--- src/rtl/palindrome_control.sv ---
// Control FSM for the palindrome datapath: loads the pointers, steps them inward and reports the verdict.
// Optional step-limit abort is compiled in with `define PAL_TIMEOUT_EN (uses MAX_STEPS).
module palindrome_control #(
    parameter int MAX_STEPS = 16
) (
    input  logic       clk,
    input  logic       reset,
    input  logic       start,
    input  logic       front_ge_back,
    input  logic       a_ne_b,
    output logic       load,
    output logic       select,
    output logic       busy,
    output logic       done,
    output logic       is_palindrome,
    output logic [4:0] steps,
    output logic       timeout
);

    typedef enum logic [1:0] {
        IDLE  = 2'd0,
        INIT  = 2'd1,
        CHECK = 2'd2,
        DONE  = 2'd3
    } state_t;

    localparam logic [4:0] STEP_LIMIT = 5'(MAX_STEPS);
    localparam logic [4:0] STEP_SAT   = 5'd31;

    state_t     state_reg, state_next;
    logic [4:0] steps_reg, steps_next;
    logic       is_pal_reg, is_pal_next;
    logic       timeout_reg, timeout_next;
    logic       limit_hit;

`ifdef PAL_TIMEOUT_EN
    assign limit_hit = (steps_reg == STEP_LIMIT);
`else
    logic unused_limit;
    assign limit_hit    = 1'b0;
    assign unused_limit = ^STEP_LIMIT;
`endif

    always_ff @(posedge clk or posedge reset) begin
        if (reset) begin
            state_reg   <= IDLE;
            steps_reg   <= '0;
            is_pal_reg  <= 1'b0;
            timeout_reg <= 1'b0;
        end else begin
            state_reg   <= state_next;
            steps_reg   <= steps_next;
            is_pal_reg  <= is_pal_next;
            timeout_reg <= timeout_next;
        end
    end

    always_comb begin
        state_next   = state_reg;
        steps_next   = steps_reg;
        is_pal_next  = is_pal_reg;
        timeout_next = timeout_reg;
        load         = 1'b0;
        select       = 1'b0;
        busy         = 1'b0;
        done         = 1'b0;
        case (state_reg)
            IDLE: begin
                if (start) begin
                    state_next   = INIT;
                    steps_next   = '0;
                    is_pal_next  = 1'b0;
                    timeout_next = 1'b0;
                end
            end
            INIT: begin
                busy       = 1'b1;
                load       = 1'b1;
                state_next = CHECK;
            end
            CHECK: begin
                busy = 1'b1;
                // Met/crossed pointers win over a mismatch flag.
                if (front_ge_back) begin
                    state_next  = DONE;
                    is_pal_next = 1'b1;
                end else if (a_ne_b) begin
                    state_next  = DONE;
                    is_pal_next = 1'b0;
                end else if (limit_hit) begin
                    state_next   = DONE;
                    is_pal_next  = 1'b0;
                    timeout_next = 1'b1;
                end else begin
                    load   = 1'b1;
                    select = 1'b1;
                    if (steps_reg != STEP_SAT) begin
                        steps_next = steps_reg + 5'd1;
                    end
                end
            end
            DONE: begin
                done       = 1'b1;
                state_next = IDLE;
            end
            default: state_next = IDLE;
        endcase
    end

    assign is_palindrome = is_pal_reg;
    assign steps         = steps_reg;
    assign timeout       = timeout_reg;

endmodule

--- config.mk ---
export PLATFORM = sky130hd
export DESIGN_NAME = palindrome_control
export DESIGN_NICKNAME = d
export VERILOG_FILES = /design/src/rtl/palindrome_control.sv
export SDC_FILE = /design/constraint.sdc
export NUM_CORES = 1
export LEC_CHECK = 0
export ABC_AREA = 1
export CAP_MARGIN = 20
export CORE_AREA = 5 5 42 44
export CTS_CLUSTER_SIZE = 16
export DETAILED_ROUTE_END_ITERATION = 7
export DIE_AREA = 0 0 47 49
export HOLD_SLACK_MARGIN = 0.15
export PLACE_DENSITY = 0.75
export SYNTH_ARGS = -nofsm -noshare
export SYNTH_HDL_FRONTEND = slang
export SYNTH_SLANG_ARGS = --single-unit
--- constraint.sdc ---
create_clock -name clk -period 1.7 [get_ports clk]
set_input_delay 0.34 -clock clk [delete_from_list [all_inputs] [get_ports clk]]
set_output_delay 0.34 -clock clk [all_outputs]
set_load 0.02 [all_outputs]
Word level (Yosys, flattened, before mapping)
Cells that the tools add are included.
{"block": "classes", "n_reduce_logical": 6, "add_sub_neg": 1, "eq_ne": 9, "muxes": 19}
{"op": "$mux 5", "n": 4}
{"op": "$pmux 5 s2", "n": 1}
{"op": "$mux 1", "n": 8}
{"op": "$ne 2x2->1 const B", "n": 4}
{"op": "$pmux 2 s4", "n": 1}
{"op": "$mux 2", "n": 3}
{"op": "$add 5x1->5 const B", "n": 1}
{"op": "$ne 5x5->1 const B", "n": 1}
{"op": "$reduce_and 5->1", "n": 1}
{"op": "$eq 2x2->1 const B", "n": 2}
{"op": "$pmux 1 s2", "n": 2}
{"op": "$ne 3x3->1 const B", "n": 1}
{"op": "$reduce_and 3->1", "n": 1}
{"op": "$eq 2x1->1 const B", "n": 1}
{"op": "$logic_not 2->1", "n": 1}
{"op": "$reduce_and 2->1", "n": 1}
{"op": "$reduce_bool 2->1", "n": 1}
{"op": "$reduce_or 2->1", "n": 1}
{"block": "word_totals", "regBits": 8, "word_cells": 38, "inputBits": 5}

Logic depth before layout (Yosys ltp)
{"block": "logic_depth", "depth_word": 5, "mapped_depth": 10, "mapped_depth_nobuf": 10}

Worst setup path after synthesis
Ideal clock, no wire load.
{"block": "synth_path", "kind": "flip-flop to output port", "start": "register state_reg[0]", "end": "output load", "path_stages_with_launch": 7, "arrival_ns": 1.163, "slack_ns": 0.197, "path_buffers": 1, "required_time_ns": 1.360, "cell_sequence": "dfrtp_1 -> inv_1 -> ha_1 -> buf_6 -> nand2_1 -> inv_2 -> o21a_1"}
{"block": "synth_between", "elab_chain_cells": 2}
{"item": "start: declaration", "line_no": "30", "rtl": "state_t state_reg, state_next;"}
{"item": "start signal: assignment", "line_no": "51", "rtl": "state_reg <= state_next;"}
{"item": "$eq 2x2->1 or $eq 2x1->1 (tied branches)", "line_no": "67", "rtl": "case (state_reg)"}
{"item": "$pmux 1 s2 (*)", "line_no": "67"}
{"item": "end: declaration", "line_no": "11", "rtl": "output logic load,"}
Mark *: on every way between the ends. The rest lies on a longest branch, timed or not.

Worst setup path after layout
{"block": "layout_path", "start": "register state_reg[1]", "end": "output load"}
Same word-level chain as after synthesis.

==> key figures <==
Routing
  – Avg Vias per Cell: 4.704
  – Met3 routed WL: 69 um
  – Met2 wire length: 555 um
  – Max Used Layer: met3
  – Final ANT Viol Nets: 0
  – Initial DRC Count: 1
  – Drt drc: 0
  – Total wire length after detailed routing: 1093 um
  – Vias: 461
  – Wl on met1: 469 um
  – WL/cell: 11.15 um
  – DR pass1 iterations: 4

Logic synthesis
  – Synth Area in Adders: 0.1425
  – Synth Cell Area: 526.8 um^2
  – Post-synthesis sequential area ratio: 0.3800
  – Fraction of registers with async set/reset: 1.000
  – Syn nets: 74
  – Synthesized flop and latch total: 8
  – Main synth FF type: dfrtp_1
  – Yosys warns: 0
  – Top post-synthesis cells by area: dfrtp_1 38%, ha_1 14%, nand2_1 12%, nor2_4 6.4%, inv_1 5.0%
  – Post-synthesis compound-gate area fraction: 0.09739
  – Count leader, synth: nand2_1
  – Synth area leader: dfrtp_1
  – Synth top cells by count: 17 x nand2_1, 8 x dfrtp_1, 7 x inv_1
  – Yosys cell types: 18
  – Simple-Gate Fraction of Synth Area: 0.2803
  – Post-synthesis mux area share: 0
  – Share of the synthesized area in the top cell type: 0.3800
  – Syn Inst Count: 63
  – Largest family of logic cells by synthesized area: simple AND/OR/NAND/NOR gates
  – Post-synth EDFFs: 0
  – Synth Area in XOR/XNOR: 0
  – Mean Syn Cell Area: 8.361 um^2

Clock network
  – Cts hold-fix bufs: 0
  – Max Buffers Root-to-Sink: 2
  – CTS sink cnt: 8
  – H-tree depth: 1
  – Clock transition at path regs: 50 ps
  – CTS tree: built
  – Clk Latency, worst-skew pair: 250 ps
  – Num CTS Buffers: 3
  – Root buffer cell: clkbuf_4
  – Setup bufs post-CTS: 0

Floorplan
  – Row count: 14
  – Initial Utilization: 0.3759
  – Die Span X: 47 um
  – Core Area: 0.001401 mm^2
  – Die ar.: 0.002303 mm^2
  – I/O pin total: 16
  – Die height: 49 um

Worst setup path
  – CP startpoint kind: register
  – Slowest stage cell, crit path: dfrtp_1
  – Cells along the critical path: ha_1 -> nand2_1 -> inv_2 -> o21a_1 -> buf_2
  – Worst-path fanout max: 3
  – Critical path type: reg -> out
  – Crit-path max cell delay: 420 ps
  – CP Data Arrival Time: 1330 ps
  – Required time worst endpoint: 1360 ps
  – Delay-heaviest family, CP: flip-flops
  – Worst path bufs/invs: 2
  – Endpoint class of the critical path: output port

Final layout
  – Fill cell count: 148
  – Finished Cell Area: 713.2 um^2
  – Layout cells sized above 1: 0.2439
  – Ant. Diodes: 0
  – P&R area growth vs syn: 35.39%
  – Fin nets: 95
  – Final Core Density: 0.5089
  – Max reg flops: 5

STA
  – # setup viols final: 0
  – Slew Limit Fails: 0
  – Final hold viol count: 0
  – RSZ-0062 raised after global routing: true
  – Clock skew: 5.861 ps
  – Final worst-path cycle share: 0.9799
  – Fin crit period: 1666 ps
  – Max Freq: 600.3 MHz

Power and ir drop
  – Clock power frac: 0.118
  – Net Sw Frac: 0.4732
  – NetSw: 571.9 uW
  – Leakage: 0.3784 nW
  – Combinational fraction of design power: 0.629
  – Pint: 636.6 uW
  – Sequential group share of total power: 0.252
  – VDD IR max: 1137 uV
  – Cell Pwr Density: 1695 mW/mm^2

Placed design
  – DP Area: 698.2 um^2
  – Placer Congestion: 0.8354
  – HPWL after DPL: 873.5 um
  – Port-buffer cells: 14

Global routing
  – Initial antenna violation count: 0
  – Vias in the first global route: 441
  – First-pass GRT wire length: 1835 um
  – Grt total ovfl: 0
  – Largest net degree at the start of global routing: 11
  – All-Layer GR Usage: 0.1150

Min path
  – HP Class: in -> async

Run
  – Max Cap Violations: 0

Status
  – Status: completed
[cells in the final DEF (no fill, tap or decap)]
cell type	synthesis	routed
buf_2	0	2
buf_4	1	4
clkbuf_2	0	1
clkbuf_4	0	3
clkdlybuf4s15_1	0	1
clkdlybuf4s50_1	0	8
conb_1	1	1
dfrtp_1	8	8
dlymetal6s2s_1	0	2
ha_1	6	6
inv_1	7	5
inv_2	1	3
nand2_1	17	17
nand2_4	1	1
nand3_1	3	3
nand4_1	1	1
nor2_1	3	2
nor2_2	0	1
nor2_4	3	3
o21a_1	1	1
o21ai_0	2	2
o21ai_1	5	5
o21ai_2	1	1
or2_2	1	1
[worst paths after layout]
check / from / depth (start not counted) / slack [ps] / to
max: state_reg[1]$_DFFE_PP0P_ / 5 / 30 / load
min: reset / 2 / 350 / state_reg[0]$_DFFE_PP0P_
max reg2reg: steps[0]$_DFFE_PP0P_ / 10 / 200 / steps[0]$_DFFE_PP0P_
min reg2reg: is_palindrome$_DFFE_PP0P_ / 2 / 520 / is_palindrome$_DFFE_PP0P_
max in group asynchronous: reset / 2 / 1120 / steps[0]$_DFFE_PP0P_
min in group clk: is_palindrome$_DFFE_PP0P_ / 2 / 520 / is_palindrome$_DFFE_PP0P_
[timing repair]
item,4_1_cts,5_1_grt
pin swaps,0,2
endpoints found under the setup margin,4,5
resized for setup,10,8
[power by group through the flow]
stage | clock (mW) | combinational (mW) | sequential (mW)
final | 0.143 | 0.761 | 0.305
after CTS | 0.153 | 0.782 | 0.299
after floorplan | 0 | 0.487 | 0.332
after global placement | 0 | 0.797 | 0.299
after global routing | 0.169 | 0.835 | 0.314
after detailed placement | 0 | 0.810 | 0.302
[logic make-up after synthesis]
group                    count (synthesis)
AND/OR/NAND/NOR                         29
AO/OA/AOI/OAI                            9
adder cells (fa/ha/maj)                  6
flip-flops                               8
buffers and inverters                   10
other                                    1
[worst reg2reg max path, stage by stage, from the launching register on]
cell     delay [ps]
dfrtp_1         420
ha_1            230
nand2_1          90
nor2_1           40
ha_1            160
inv_1            60
nand2_1          50
nand2_1         100
nand2_4         100
nand2_1          70
o21ai_1          60
[through the flow]
step | TNS (ps) | hold slack [ps] | total power [mW] | instances | setup slack (ps)
5_1_grt | -50.40 | 359.5 | 1.318 | 98 | -50.40
6_report | 0 | 346.3 | 1.209 | 98 | 34.15
2_1_floorplan | 0 | 155.7 | 0.8188 | 63 | 196.8
3_3_place_gp | -677.7 | 487.0 | 1.096 | 95 | -384.7
4_1_cts | 0 | 346.8 | 1.234 | 98 | 3.005
3_5_place_dp | -706.0 | 497.0 | 1.111 | 95 | -397.8
[final cells by class]
| class | count | area, um^2 | area share |
|---|---|---|---|
| inverters | 8 | 30.03 | 0.04211 |
| well taps | 16 | 20.02 | 0.02807 |
| clock buffers | 3 | 22.52 | 0.03158 |
| multi-input cells | 45 | 280.3 | 0.3930 |
| repair buffers | 18 | 160.2 | 0.2246 |
| flip-flops and latches | 8 | 200.2 | 0.2807 |
[per-layer routing]
metal  vias up  GRT usage
met2        12     0.1787
met5         -          0
met1       211     0.1239
met4         0    0.05530
met3         0    0.05904
li1        238          -
Note: power is estimated with default switching activity, not from simulation.
